**src/rtl/lab4_logic_bank.sv**
```systemverilog
// lab4_logic_bank: three fixed Boolean functions with registered outputs
// and a built-in 16-pattern sweep engine that counts the ones per output.
//
// Ports:
//   clk, rst           clock, synchronous active-high reset
//   in_valid, a..d     direct-mode sample strobe and inputs (a = MSB)
//   sweep_start        begin exhaustive sweep (accepted only when idle)
//   y1, y2, y3         registered f1(A,B,C), f2(A,B,C), f3(A,B,C,D)
//   out_valid          y1..y3 updated this cycle
//   sweep_active       sweep in progress
//   sweep_idx          pattern {A,B,C,D} behind current y during sweep
//   sweep_done         one-cycle pulse alongside the pattern-15 result
//   ones1..ones3       count of ones per output over the last sweep
module lab4_logic_bank (
  input  logic       clk,
  input  logic       rst,
  input  logic       in_valid,
  input  logic       a,
  input  logic       b,
  input  logic       c,
  input  logic       d,
  input  logic       sweep_start,
  output logic       y1,
  output logic       y2,
  output logic       y3,
  output logic       out_valid,
  output logic       sweep_active,
  output logic [3:0] sweep_idx,
  output logic       sweep_done,
  output logic [4:0] ones1,
  output logic [4:0] ones2,
  output logic [4:0] ones3
);

  typedef enum logic {
    S_IDLE,
    S_SWEEP
  } state_t;

  state_t     state_q, state_d;
  logic [3:0] cnt_q, cnt_d;
  logic       y1_q, y1_d;
  logic       y2_q, y2_d;
  logic       y3_q, y3_d;
  logic       ov_q, ov_d;
  logic [3:0] idx_q, idx_d;
  logic       done_q, done_d;
  logic [4:0] ones1_q, ones1_d;
  logic [4:0] ones2_q, ones2_d;
  logic [4:0] ones3_q, ones3_d;

  // Pattern is {A,B,C,D}; f1/f2 ignore D.
  function automatic logic f1(input logic [3:0] p);
    f1 = (~p[3] & ~p[1]) | (p[3] & p[2]);
  endfunction

  function automatic logic f2(input logic [3:0] p);
    f2 = p[3] ^ p[2] ^ p[1];
  endfunction

  function automatic logic f3(input logic [3:0] p);
    f3 = (p[3] & p[2]) | (p[1] & p[0]);
  endfunction

  logic [3:0] pin;
  logic       s1, s2, s3;

  assign pin = {a, b, c, d};
  assign s1  = f1(cnt_q);
  assign s2  = f2(cnt_q);
  assign s3  = f3(cnt_q);

  always_comb begin
    state_d = state_q;
    cnt_d   = cnt_q;
    y1_d    = y1_q;
    y2_d    = y2_q;
    y3_d    = y3_q;
    ov_d    = 1'b0;
    idx_d   = idx_q;
    done_d  = 1'b0;
    ones1_d = ones1_q;
    ones2_d = ones2_q;
    ones3_d = ones3_q;
    unique case (state_q)
      S_IDLE: begin
        if (sweep_start) begin
          state_d = S_SWEEP;
          cnt_d   = 4'd0;
          ones1_d = 5'd0;
          ones2_d = 5'd0;
          ones3_d = 5'd0;
        end else if (in_valid) begin
          y1_d = f1(pin);
          y2_d = f2(pin);
          y3_d = f3(pin);
          ov_d = 1'b1;
        end
      end
      S_SWEEP: begin
        y1_d    = s1;
        y2_d    = s2;
        y3_d    = s3;
        ov_d    = 1'b1;
        idx_d   = cnt_q;
        ones1_d = ones1_q + {4'd0, s1};
        ones2_d = ones2_q + {4'd0, s2};
        ones3_d = ones3_q + {4'd0, s3};
        cnt_d   = cnt_q + 4'd1;
        // Pattern 15 is the last; the counter wraps to 0 here.
        if (cnt_q == 4'd15) begin
          done_d  = 1'b1;
          state_d = S_IDLE;
        end
      end
      default: state_d = S_IDLE;
    endcase
  end

  always_ff @(posedge clk) begin
    if (rst) begin
      state_q <= S_IDLE;
      cnt_q   <= 4'd0;
      y1_q    <= 1'b0;
      y2_q    <= 1'b0;
      y3_q    <= 1'b0;
      ov_q    <= 1'b0;
      idx_q   <= 4'd0;
      done_q  <= 1'b0;
      ones1_q <= 5'd0;
      ones2_q <= 5'd0;
      ones3_q <= 5'd0;
    end else begin
      state_q <= state_d;
      cnt_q   <= cnt_d;
      y1_q    <= y1_d;
      y2_q    <= y2_d;
      y3_q    <= y3_d;
      ov_q    <= ov_d;
      idx_q   <= idx_d;
      done_q  <= done_d;
      ones1_q <= ones1_d;
      ones2_q <= ones2_d;
      ones3_q <= ones3_d;
    end
  end

  assign y1           = y1_q;
  assign y2           = y2_q;
  assign y3           = y3_q;
  assign out_valid    = ov_q;
  assign sweep_active = (state_q == S_SWEEP);
  assign sweep_idx    = idx_q;
  assign sweep_done   = done_q;
  assign ones1        = ones1_q;
  assign ones2        = ones2_q;
  assign ones3        = ones3_q;

endmodule

```
**config.mk**
```make
export PLATFORM = sky130hd
export DESIGN_NAME = lab4_logic_bank
export DESIGN_NICKNAME = d
export VERILOG_FILES = /design/src/rtl/lab4_logic_bank.sv
export SDC_FILE = /design/constraint.sdc
export NUM_CORES = 1
export LEC_CHECK = 0
export CORE_MARGIN = 2
export CORE_UTILIZATION = 40
export CTS_BUF_LIST = sky130_fd_sc_hd__clkbuf_2
export DETAILED_ROUTE_END_ITERATION = 10
export GPL_TIMING_DRIVEN = 0
export PLACE_DENSITY_LB_ADDON = 0.2
export RECOVER_POWER = 50
export SETUP_SLACK_MARGIN = 0.05
export SLEW_MARGIN = 25
export SYNTH_ARGS = -nofsm -noshare
export SYNTH_HDL_FRONTEND = slang
export SYNTH_SLANG_ARGS = --single-unit
```
**constraint.sdc**
```tcl
create_clock -name clk -period 2.3 [get_ports clk]
set_clock_uncertainty 0.05 [all_clocks]
set_input_delay 0.345 -clock clk [delete_from_list [all_inputs] [get_ports clk]]
set_output_delay 0.345 -clock clk [all_outputs]
set_load 0.05 [all_outputs]
```
=== Yosys cells after proc, flatten, opt, wreduce, memory -nomap -nowiden ===
Index checks and enable logic that the tools add are counted.

* Register bits: 29
* Input bits: 8

* Add/sub/neg operators: 4
* Equal/unequal tests: 4
* Muxes and demuxes: 22
* Bitwise operators: 19
* Reductions and logical operators: 2

{| class="wikitable"
|+ Operators with widths
! operator !! number
|-
| 5-bit one-hot mux with 2 select lines || 3
|-
| 5-bit by 1-bit adder with 5-bit output || 3
|-
| 1-bit two-way mux || 11
|-
| 1-bit one-hot mux with 2 select lines || 5
|-
| 4-bit one-hot mux with 2 select lines || 1
|-
| 1-bit bitwise AND || 6
|-
| 2-bit != test, second input constant || 3
|-
| 5-bit two-way mux || 1
|-
| 1-bit inverter || 5
|-
| 4-bit by 1-bit adder with 4-bit output, second input constant || 1
|-
| 4-bit == test, second input constant || 1
|-
| 4-bit two-way mux || 1
|-
| 1-bit bitwise OR || 4
|-
| 1-bit XOR || 4
|-
| 2-bit AND reduction || 1
|-
| 2-bit OR reduction || 1
|}

=== Longest topological paths before layout ===
* Depth after elaboration: 6
* Mapped depth: 7

=== Worst setup path before layout ===
Ideal clock, no wire load.

* Kind: register to register
* From: reg cnt_q[2]
* To: reg ones2_q[4], in the netlist ones2[4]
* Library setup time: 0.070 ns
* Arrival: 1.700 ns
* Setup slack: 0.480 ns
* Cell stages (with the launch flop): 8
* Buffers on the path: 0
* Cells stage by stage: dfxtp_1 -> ha_1 -> xor2_1 -> ha_1 -> ha_1 -> nand4_1 -> or2_2 -> a21oi_1

* Cells in the longest elaborated chain, start to end: 4

{| class="wikitable"
|+ Ends and longest elaborated chain
! element !! RTL line !! RTL
|-
| from (decl) || 41 || <nowiki>logic [3:0] cnt_q, cnt_d;</nowiki>
|-
| from (signal assigned) || 135 || <nowiki>cnt_q <= cnt_d;</nowiki>
|-
| 1-bit XOR (2 in a row) || 58 || <nowiki>f2 = p[3] ^ p[2] ^ p[1];</nowiki>
|-
| 5-bit by 1-bit adder with 5-bit output || 107 || <nowiki>ones2_d = ones2_q + {4'd0, s2};</nowiki>
|-
| 5-bit one-hot mux with 2 select lines || 85 || <nowiki>unique case (state_q)</nowiki>
|-
| to (signal assigned) || 143 || <nowiki>ones2_q <= ones2_d;</nowiki>
|-
| to (decl) || 49 || <nowiki>logic [4:0] ones2_q, ones2_d;</nowiki>
|}

No other way between the ends.
A chain may end at the register's enable or synchronous reset.

=== Worst setup path after layout ===
Ends and elaborated chain as after synthesis.

==> results.json <==
{
  "cts_hold_buffers": 0,
  "report.power.total_uw": 896,
  "yosysMostFrequentCell": "dfxtp_1",
  "wl_per_cell_um": 12.7,
  "first_pass_iters": 4,
  "post_cts_buffers": 0,
  "layout.cells.non_filler": 236,
  "yosys-top-cells-area": "dfxtp_1 (42%), ha_1 (8.2%), a21oi_1 (7.3%), nor3b_1 (6.5%), nor2_1 (5.2%)",
  "synth-seq-area-share_pct": 42.1,
  "ys_top_cells_by_count": "dfxtp_1 (29), a21oi_1 (20), nor2_1 (19)",
  "overflow": 0,
  "grt_usage_pct": 17.0,
  "rows": 21,
  "power-per-cell-area_nw_per_um2": 506,
  "vias_per_cell": 5.14,
  "fin_crit_sh_pct": 89.6,
  "cts_root_buf": "clkbuf_2",
  "multi_input_area_um2": 737,
  "holdPathStages": 4,
  "wl_mm": 2.99,
  "num_vias": 1213,
  "synthCells": 152,
  "leakage_uw": 0.000697,
  "tightest_slew_ns": 0.530,
  "maxUsedRoutingLayer": "met4",
  "numCtsBuffers": 5,
  "start_util_pct": 41.4,
  "dr_wl_met3_um": 112,
  "drt_iter0_markers": 33,
  "antenna_found_initial": 0,
  "setup_tns_ns": 0,
  "htreeDepth": 2,
  "dieArea_um2": 3940,
  "ios": 33,
  "slowest_stage": "dfxtp_1",
  "fillers": 332,
  "startpoint_type": "register",
  "regArea_um2": 581,
  "chipHeight_um": 62.7,
  "status": "complete, no violations",
  "area_growth_pct": 28.3,
  "ys_ff_latch": 29,
  "clkSinkCount": 29,
  "synth_cell_types": 29,
  "synth_top_area_cell": "dfxtp_1",
  "max_slew_margin_pct": 64.7,
  "setup_viol": 0,
  "max_freq_mhz": 485,
  "utilization_pct": 53.1,
  "io_buffers": 31,
  "cts_resized": 0,
  "clockBufferDepth": 2,
  "hpwl_mm": 2.21,
  "critPathMostFrequentCell": "ha_1",
  "hold_start": "sweep_start",
  "slowest_delay_ns": 0.48,
  "r2r_start": "cnt_q[2]$_SDFFE_PP0P_",
  "layout.nets": 207,
  "cap_violations": 0,
  "synth_flop_cell": "dfxtp_1",
  "ys_async_sr_fraction_pct": 0,
  "arrival_ns": 2.32,
  "wl_met2_mm": 1.44,
  "dp_cells": 229,
  "synth_area_um2": 1380,
  "grt_pass1_wl_mm": 5.30,
  "worstPathCellList": "ha_1 > xor2_1 > ha_1 > ha_1 > nand4_1 > or2_2 > a21oi_1",
  "synth_edf_count": 0,
  "die_x_um": 62.7,
  "first_global_vias": 1173,
  "globalplace.congestion": 0.818,
  "synth_nets": 169,
  "report.final.slew_viol_count": 0,
  "drc_errors": 0,
  "crit_fanout": 7,
  "grt_max_degree": 11,
  "wl_met1_mm": 1.39,
  "finalHoldViolations": 0,
  "period_needed_ns": 2.06,
  "postRouteAntennaNets": 0,
  "synth_top_area_share_pct": 42.1,
  "grt_setup_unrepaired": "no",
  "yosys_warnings": 0,
  "crit_path_end_kind": "register",
  "syn_avg_cell_area_um2": 9.08,
  "core_area_um2": 3340,
  "antenna_cells": 0,
  "setup.worst_path.class": "reg -> reg",
  "drive_gt1_share_pct": 8.95,
  "required_ns": 2.55,
  "r2r_cells": 7,
  "clkTransAtPathRegs_ns": 0.15,
  "critPathLaunch": "cnt_q[2]$_SDFFE_PP0P_",
  "clock_latency_ns": 0.35,
  "worstHoldPathType": "in -> reg",
  "cts_tree": "yes",
  "ir_worst_vdd_uv": 307
}
## sequential cells by signal, summed over array words and instances (netlist names)
| register | count |
|---|---|
| ones1 | 5 |
| ones2 | 5 |
| ones3 | 5 |
| cnt_q | 4 |
| sweep_idx | 4 |
| out_valid | 1 |
| sweep_active | 1 |
| sweep_done | 1 |
| y1 | 1 |
| y2 | 1 |
| y3 | 1 |
## final timing paths
kind,to,slack [ns]
setup reg to reg,ones2[4]$_SDFFE_PP0P_,0.24
setup / recovery,ones2[4]$_SDFFE_PP0P_,0.24
hold / removal,ones3[0]$_SDFFE_PP0P_,0.29
hold reg to reg,ones2[4]$_SDFFE_PP0P_,0.43
## metal layers
metal	global-route usage, %	vias up
met5	0	-
met4	8.33	0
met3	3.42	7
met2	28.1	26
met1	21.1	564
li1	-	616
## cells in the final DEF (no fill, tap or decap)
| cell type | count |
|---|---|
| a221o_1 | 2 |
| nand4_1 | 6 |
| nand3_1 | 7 |
| mux2i_1 | 4 |
| dfxtp_1 | 29 |
| ha_1 | 9 |
| a311oi_1 | 1 |
| a31oi_1 | 1 |
| or3_1 | 1 |
| nand2b_4 | 1 |
| inv_1 | 1 |
| nor4b_1 | 3 |
| clkinv_1 | 1 |
| nor2b_1 | 2 |
| nor3b_1 | 12 |
| nand2b_1 | 1 |
| nor3_1 | 1 |
| nand3b_1 | 1 |
| and3_1 | 1 |
| clkbuf_1 | 7 |
| clkdlybuf4s50_1 | 28 |
| o21ai_0 | 3 |
| dlygate4sd3_1 | 3 |
| a41oi_1 | 1 |
| nand2_1 | 3 |
| or2_2 | 7 |
| buf_2 | 2 |
| nor2_1 | 19 |
| clkbuf_2 | 6 |
| a21oi_1 | 20 |
| buf_6 | 1 |
| xor2_1 | 6 |
## power breakdown
part           internal, uW  total [uW]  switching (uW)
sequential              513         521            7.89
combinational          50.7         138            86.9
clock                  70.8         238             167
total                   635         896             262
## metrics by stage
step,hold slack (ns),setup WS [ns],cell area [um^2]
after global placement,0.408,0.314,1750
after floorplan,0.478,0.480,1380
after global routing,0.311,0.0586,1770
after detailed placement,0.419,0.277,1750
after CTS,0.285,0.245,1780
final,0.292,0.239,1770
## critical path: cells and delay by family, from the launching register on
kind / cells / cell delay [ns]
XOR/XNOR: 1 / 0.22
flip-flops: 1 / 0.48
AO/OA/AOI/OAI: 1 / 0.13
adder cells (fa/ha/maj): 3 / 0.70
AND/OR/NAND/NOR: 2 / 0.42
## cells by family after synthesis
kind of cell | after synthesis | synth area share [%]
compound gates | 28 | 11.5
xor+xnor | 6 | 3.81
fa+ha+maj | 9 | 8.16
buf+inv | 11 | 4.53
flops | 29 | 42.1
mux | 4 | 2.90
simple gates | 65 | 27.0
## layout make-up
type	instances	area share [%]
multi-input combinational	112	41.6
sequential	29	32.8
timing repair buffer	31	17.5
tap	46	3.25
buffer	10	2.69
clock buffer	6	1.70
clock inverter	1	0.212
inverter	1	0.212
(Power assumes the default switching activity.)
